[config.mk]
export PLATFORM = sky130hd
export DESIGN_NAME = sha256_msg_sched
export DESIGN_NICKNAME = d
export VERILOG_FILES = /design/src/rtl/sha256_msg_sched.sv
export SDC_FILE = /design/constraint.sdc
export NUM_CORES = 1
export LEC_CHECK = 0
export BUFFER_PORTS_ARGS = -buffer_cell sky130_fd_sc_hd__buf_2
export CORE_ASPECT_RATIO = 0.8
export CORE_MARGIN = 5
export CORE_UTILIZATION = 45
export CTS_BUF_LIST = sky130_fd_sc_hd__clkbuf_4
export DETAILED_ROUTE_END_ITERATION = 16
export PLACE_DENSITY = 0.67
export SETUP_SLACK_MARGIN = 0.4
export SKIP_LAST_GASP = 1
export SYNTH_ARGS = -nofsm -noshare
export SYNTH_HDL_FRONTEND = slang
export SYNTH_SLANG_ARGS = --single-unit
[constraint.sdc]
create_clock -name clk -period 3.7 [get_ports clk]
set_input_delay 0.555 -clock clk [delete_from_list [all_inputs] [get_ports clk]]
set_output_delay 0.555 -clock clk [all_outputs]
set_load 0.02 [all_outputs]
[src/rtl/sha256_msg_sched.sv]
// SHA-256 message schedule generator.
// Accepts a 512-bit padded block as two 256-bit beats (upper half first) and
// emits the 64 schedule words W[0..63] one per accepted cycle, keeping a
// 16-word sliding window that is extended on every word transfer.
//
// state      | meaning
// -----------+--------------------------------------------------------------
// LOAD_UPPER | waiting for the upper beat (block words 0..7)
// LOAD_LOWER | waiting for the lower beat (block words 8..15)
// EMIT       | presenting W[t] from window word 0, t = round counter
module sha256_msg_sched #(
  parameter int SHA_IF_DATA_W = 256
) (
  input  logic                     clk,
  input  logic                     rst,
  input  logic                     src_sched_data_val,
  input  logic [SHA_IF_DATA_W-1:0] src_sched_data,
  input  logic                     src_sched_data_last,
  output logic                     sched_src_rdy,
  output logic                     sched_dst_w_val,
  output logic [31:0]              sched_dst_w,
  output logic [5:0]               sched_dst_w_idx,
  output logic                     sched_dst_w_last,
  output logic                     sched_dst_msg_last,
  input  logic                     dst_sched_w_rdy,
  output logic                     sched_err
);

  typedef enum logic [1:0] {
    LOAD_UPPER = 2'd0,
    LOAD_LOWER = 2'd1,
    EMIT       = 2'd2
  } state_t;

  state_t      state_q, state_d;
  logic [5:0]  cnt_q, cnt_d;
  logic [31:0] win_q [16];
  logic [31:0] win_d [16];
  logic        msg_last_q, msg_last_d;
  logic        err_q, err_d;
  logic [31:0] w_new;

  function automatic logic [31:0] ssig0(input logic [31:0] x);
    return {x[6:0], x[31:7]} ^ {x[17:0], x[31:18]} ^ {3'b000, x[31:3]};
  endfunction

  function automatic logic [31:0] ssig1(input logic [31:0] x);
    return {x[16:0], x[31:17]} ^ {x[18:0], x[31:19]} ^ {10'd0, x[31:10]};
  endfunction

  // Next window word produced by the recurrence on every word transfer.
  always_comb begin
    w_new = ssig1(win_q[14]) + win_q[9] + ssig0(win_q[1]) + win_q[0];
  end

  // Next-state, window update and handshake outputs.
  always_comb begin
    state_d         = state_q;
    cnt_d           = cnt_q;
    win_d           = win_q;
    msg_last_d      = msg_last_q;
    err_d           = err_q;
    sched_src_rdy   = 1'b0;
    sched_dst_w_val = 1'b0;
    case (state_q)
      LOAD_UPPER: begin
        sched_src_rdy = 1'b1;
        if (src_sched_data_val) begin
          for (int k = 0; k < 8; k++) begin
            win_d[k] = src_sched_data[SHA_IF_DATA_W-1-32*k -: 32];
          end
          // A final-beat marker on an upper half is a framing error; the
          // block is still taken so the downstream sees a full schedule.
          if (src_sched_data_last) err_d = 1'b1;
          state_d = LOAD_LOWER;
        end
      end
      LOAD_LOWER: begin
        sched_src_rdy = 1'b1;
        if (src_sched_data_val) begin
          for (int k = 0; k < 8; k++) begin
            win_d[8+k] = src_sched_data[SHA_IF_DATA_W-1-32*k -: 32];
          end
          msg_last_d = src_sched_data_last;
          cnt_d      = 6'd0;
          state_d    = EMIT;
        end
      end
      EMIT: begin
        sched_dst_w_val = 1'b1;
        if (dst_sched_w_rdy) begin
          for (int i = 0; i < 15; i++) begin
            win_d[i] = win_q[i+1];
          end
          win_d[15] = w_new;
          if (cnt_q == 6'd63) begin
            cnt_d   = 6'd0;
            state_d = LOAD_UPPER;
          end else begin
            cnt_d = cnt_q + 6'd1;
          end
        end
      end
      default: begin
        state_d = LOAD_UPPER;
      end
    endcase
  end

  // State registers with synchronous reset.
  always_ff @(posedge clk) begin
    if (rst) begin
      state_q    <= LOAD_UPPER;
      cnt_q      <= 6'd0;
      msg_last_q <= 1'b0;
      err_q      <= 1'b0;
      for (int i = 0; i < 16; i++) win_q[i] <= 32'd0;
    end else begin
      state_q    <= state_d;
      cnt_q      <= cnt_d;
      msg_last_q <= msg_last_d;
      err_q      <= err_d;
      for (int i = 0; i < 16; i++) win_q[i] <= win_d[i];
    end
  end

  assign sched_dst_w        = win_q[0];
  assign sched_dst_w_idx    = cnt_q;
  assign sched_dst_w_last   = (state_q == EMIT) && (cnt_q == 6'd63);
  assign sched_dst_msg_last = msg_last_q;
  assign sched_err          = err_q;

endmodule

# Word level (Yosys, flattened, before mapping)
# Cells that the tools add are included.
word_totals:
  ff_bits: 522
  input_bits: 261
  out_inout_bits: 43
  elab_cells: 60
op_classes:
  addsub: 4
  eq_ne: 7
  mux: 15
  n_bitwise: 4
  reduce_logical: 10
op_table:
  columns: ["op", "count"]
  rows:
  - ["$pmux W256 S2", 2]
  - ["$mux W512", 1]
  - ["$mux W256", 1]
  - ["$add A32 B32 Y32", 3]
  - ["$xor A32 B32 Y32", 2]
  - ["$xor A32 B22 Y32", 1]
  - ["$xor A32 B29 Y32", 1]
  - ["$mux W6", 3]
  - ["$pmux W6 S2", 1]
  - ["$reduce_and A3 Y1", 3]
  - ["$mux W2", 4]
  - ["$ne A2 B2 Y1 const B", 4]
  - ["$add A6 B1 Y6 const B", 1]
  - ["$eq A6 B6 Y1 const B", 1]
  - ["$pmux W2 S3", 1]
  - ["$reduce_and A4 Y1", 1]
  - ["$reduce_bool A2 Y1", 2]
  - ["$eq A2 B1 Y1 const B", 1]
  - ["$eq A2 B2 Y1 const B", 1]
  - ["$logic_not A2 Y1", 1]
  - ["$mux W1", 2]
  - ["$reduce_and A2 Y1", 1]
  - ["$reduce_or A2 Y1", 1]
  - ["$logic_and A1 B1 Y1", 1]

# Longest topological paths before layout
logic_depth:
  word_depth: 7
  mapped_depth: 15
  mapped_depth_nobuf: 14

# Worst setup path after synthesis
# OpenSTA, ideal clock, no wires.
synth_timing:
  kind: "reg-to-reg"
  from: "register win_q[50] (netlist bit)"
  to: "register win_q[27] (netlist bit)"
  setup_time_ns: 0.088
  arrival_ns: 3.914
  required_ns: 3.612
  slack_ns: -0.302
  stages_incl_launch_ff: 16
  path_buffers: 1
  synth_period_minus_slack_ns: 4.002
  cell_sequence: "dfxtp_1 clkbuf_1 xor2_1 xnor2_1 fa_1 inv_1 fa_1 ha_1 fa_1 a21oi_4 o211ai_4 a311o_2 or2_4 a21oi_4 o31ai_1 a311oi_2"
synth_via:
  elab_chain_len: 7
synth_lines:
  columns: ["item", "line_no", "source"]
  rows:
  - ["start: declaration", "37", "logic [31:0] win_q [16];"]
  - ["$xor A32 B32 Y32", "48", "return {x[16:0], x[31:17]} ^ {x[18:0], x[31:19]} ^ {10'd0, x[31:10]};"]
  - ["$xor A32 B22 Y32 *", "48", null]
  - ["$add A32 B32 Y32 * (3 in series)", "53", "w_new = ssig1(win_q[14]) + win_q[9] + ssig0(win_q[1]) + win_q[0];"]
  - ["$mux W512 *", "91", "if (dst_sched_w_rdy) begin"]
  - ["$pmux W256 S2 *", "65", "case (state_q)"]
# Every way passes the cells marked *; elsewhere a longest branch is shown, timed or not. The select of a mux whose other input is x is not followed.
# A chain may end at the register's enable or synchronous reset.

# Final worst setup path
layout_timing:
  from: "register win_q[53] (netlist bit)"
  to: "register win_q[16] (netlist bit)"
# The elaborated chain is that of the path after synthesis.

==> impl_metrics.ini <==
[floorplanning]
die_area_um2 = 64100
die_width_um = 282
pin_count = 304
start_util_pct = 45.6
core_um2 = 58300
die_height_um = 227
rows = 79

[critical_path]
crit_slowest_cell = fa_1
slowest_delay_ns = 0.53
path_buf_inv = 3
cp-end-kind = register
worstRegToRegCells = 15
cp_max_fo = 3
worstSetupPathType = register to register
startpoint_type = register
required_ns = 4.55
r2r-start = win_q[53]
crit_arrival_ns = 4.74
cp_top_family = adder cells
r2r-end = win_q[16]
r2r_slack_ns = -0.19
crit_cells = 15
cp_cell_sequence = buf_6, xor2_2, xnor2_2, fa_1, fa_1, inv_2, ha_4, a21o_1, a21oi_2, a21oi_2, buf_4, or3_4, a21oi_4, mux2i_2, a311oi_1

[power]
vdd_drop_max_v = 0.000472
p_leak_uw = 0.0135
power_density_nw_per_um2 = 675

[worst_hold_path]
hold_class = primary input to register
hold_depth = 4
hp-start = src_sched_data[240]
whs_endpoint = sched_dst_w[16]

[timing]
period_share_pct = 105
finalHoldViolCount = 0
worstMarginPinSlew_ns = 1.09
fin_tns_setup_ns = -1.65
skew_ns = 0.0633
max_slew_margin_pct = 27.1
fin_crit_ns = 3.89
fin_ws_ns = -0.194
rsz0062_at_grt = yes
finalSetupViolations = 16
drv_slew = 0
max_freq_mhz = 257

[drt]
drt-initial-drc-count = 3432
firstDrtPassIters = 6
avgRoutedWirePerCell_um = 24.0
wirelength_um = 110000
drc = 0
antenna_left = 0
vias_per_cell = 5.71
vias = 26093

[synthesis]
synth_top_flop_cell = dfxtp_1
netlist_area_um2 = 26600
ys_ff_latch = 522
syn_nets = 3593
yosysUniqueCellTypes = 63
syn_inst = 3238
syn_avg_cell_area_um2 = 8.21
async_reset_ff_share_pct = 0
ys_seq_area_share_pct = 39.3
synth_edf_count = 0
yosysWarnings = 0

[finish]
final_common_cell = dfxtp_1
area_delta_synth_final_pct = 25.9
multi_input_area_um2 = 14800
nets = 4070
fill_cells = 5410
final_cell_mix = dfxtp_1, nor2_1, a211oi_1
drive_gt1_share_pct = 22.2
seq_area_um2 = 10500

[clocking]
root_buffer = clkbuf_4
cts_buffer_depth = 3
clock-sinks = 522
cts_buffers = 138
clkLatencyLatePin_ns = 1.03
cts_tree = built
clkSlewWorstSetupHoldPaths_ns = 0.07
h-tree-depth = 4

[place]
globalplace.congestion = 1.06
portBuffers = 303
dp_hpwl_um = 83100
dp_slack_ns = -0.178

[status]
violations = setup timing
status = complete, but fails checks

[global_route]
grt_antenna_before_repair = 3
grt_max_degree = 165
grt_pass1_vias = 23693
overflow = 0
grtUsageTotal_pct = 32.9
grt_pass1_wl_um = 155000

[run]
drv_cap = 0
## worst max path at each step
stage                         start   endpoint
after floorplan           win_q[50]  win_q[27]
after global placement    win_q[60]  win_q[21]
after detailed placement  win_q[50]  win_q[21]
after CTS                 win_q[52]  win_q[23]
after global routing      win_q[53]  win_q[16]
final                     win_q[53]  win_q[16]
## registers in the layout, indices dropped and copies added, names as in the netlist
name	cells
sched_dst_w	32
state_q	2
win_q	480
sched_err	1
sched_dst_msg_last	1
sched_dst_w_idx	6
## synth_stat cells, drive strengths merged (4+ instances only)
library cell / number / share of area [%]
dfxtp: 522 / 39
nor2: 503 / 7.1
a211oi: 493 / 14
a21oi: 469 / 9.0
clkbuf: 278 / 3.9
nor2b: 233 / 5.5
inv: 125 / 1.8
nand2: 97 / 1.4
xnor2: 85 / 2.8
buf: 72 / 1.6
fa: 62 / 4.7
xor2: 50 / 1.6
a311oi: 35 / 1.2
ha: 32 / 1.5
o21ai: 23 / 0.43
nor3: 20 / 0.40
a21o: 13 / 0.37
nand3: 13 / 0.24
or3: 13 / 0.32
o21bai: 12 / 0.34
a31oi: 11 / 0.26
and3: 8 / 0.19
mux2i: 7 / 0.26
nand4: 7 / 0.16
o211ai: 6 / 0.22
o21a: 5 / 0.14
and2: 4 / 0.094
## metal layers
| metal | global-route usage [%] | vias to the layer above | share of wire (%) |
|---|---|---|---|
| li1 | - | 12300 | - |
| met1 | 47.8 | 12205 | 45 |
| met2 | 44.1 | 1400 | 39 |
| met3 | 13.1 | 184 | 13 |
| met4 | 11.6 | 4 | 3.4 |
| met5 | 0 | - | 0.022 |
## layout make-up
type | count | share of cell area (%)
antenna | 4 | 0.0299
inverter | 125 | 1.44
sequential | 522 | 31.3
tap | 769 | 2.87
multi-input combinational | 2241 | 44.1
clock buffer | 196 | 4.39
clock inverter | 27 | 0.587
timing repair buffer | 687 | 15.4
## repair_timing
action | 4_1_cts | 5_1_grt
buffers inserted | 10 | 9
hold endpoints to repair | 242 | 0
pin swaps | 37 | 40
gates resized for setup | 61 | 52
endpoints found under the setup margin | 27 | 30
hold buffers | 158 | 0
## worst min-delay path: stages
cell	delay, ns
buf_2	0.09
nor2b_1	0.16
a21oi_1	0.13
a211oi_1	0.07
## stage by stage
step | hold slack (ns) | total power [uW] | area [um^2] | utilization (%) | cells
after floorplan | 0.432 | 12100 | 26700 | - | 3238
after global placement | 0.444 | 15900 | 29500 | 50.6 | 4167
after detailed placement | 0.447 | 15900 | 29500 | 50.6 | 4167
after CTS | 0.000482 | 21600 | 33100 | 56.8 | 4558
after global routing | 0.0579 | 23600 | 33500 | 57.4 | 4569
final | 0.101 | 22600 | 33500 | 57.4 | 4571
## kinds of logic (layout without fill, tap and decap cells)
group,Yosys count,in the layout,share of synthesized area (%)
AO/OA/AOI/OAI,1095,1095,26.8
AND/OR/NAND/NOR,910,910,15.7
flip-flops,522,522,39.3
buffers and inverters,475,1035,7.27
XOR/XNOR,135,135,4.45
adder cells (fa/ha/maj),94,94,6.17
multiplexers,7,7,0.264
other,0,4,0
## report_power, final
part / switching (uW) / internal, uW / total [uW]
logic: 6040 / 4570 / 10600
clock network: 2490 / 2630 / 5110
registers: 587 / 6270 / 6860
Power figures use the tool's default switching activity.
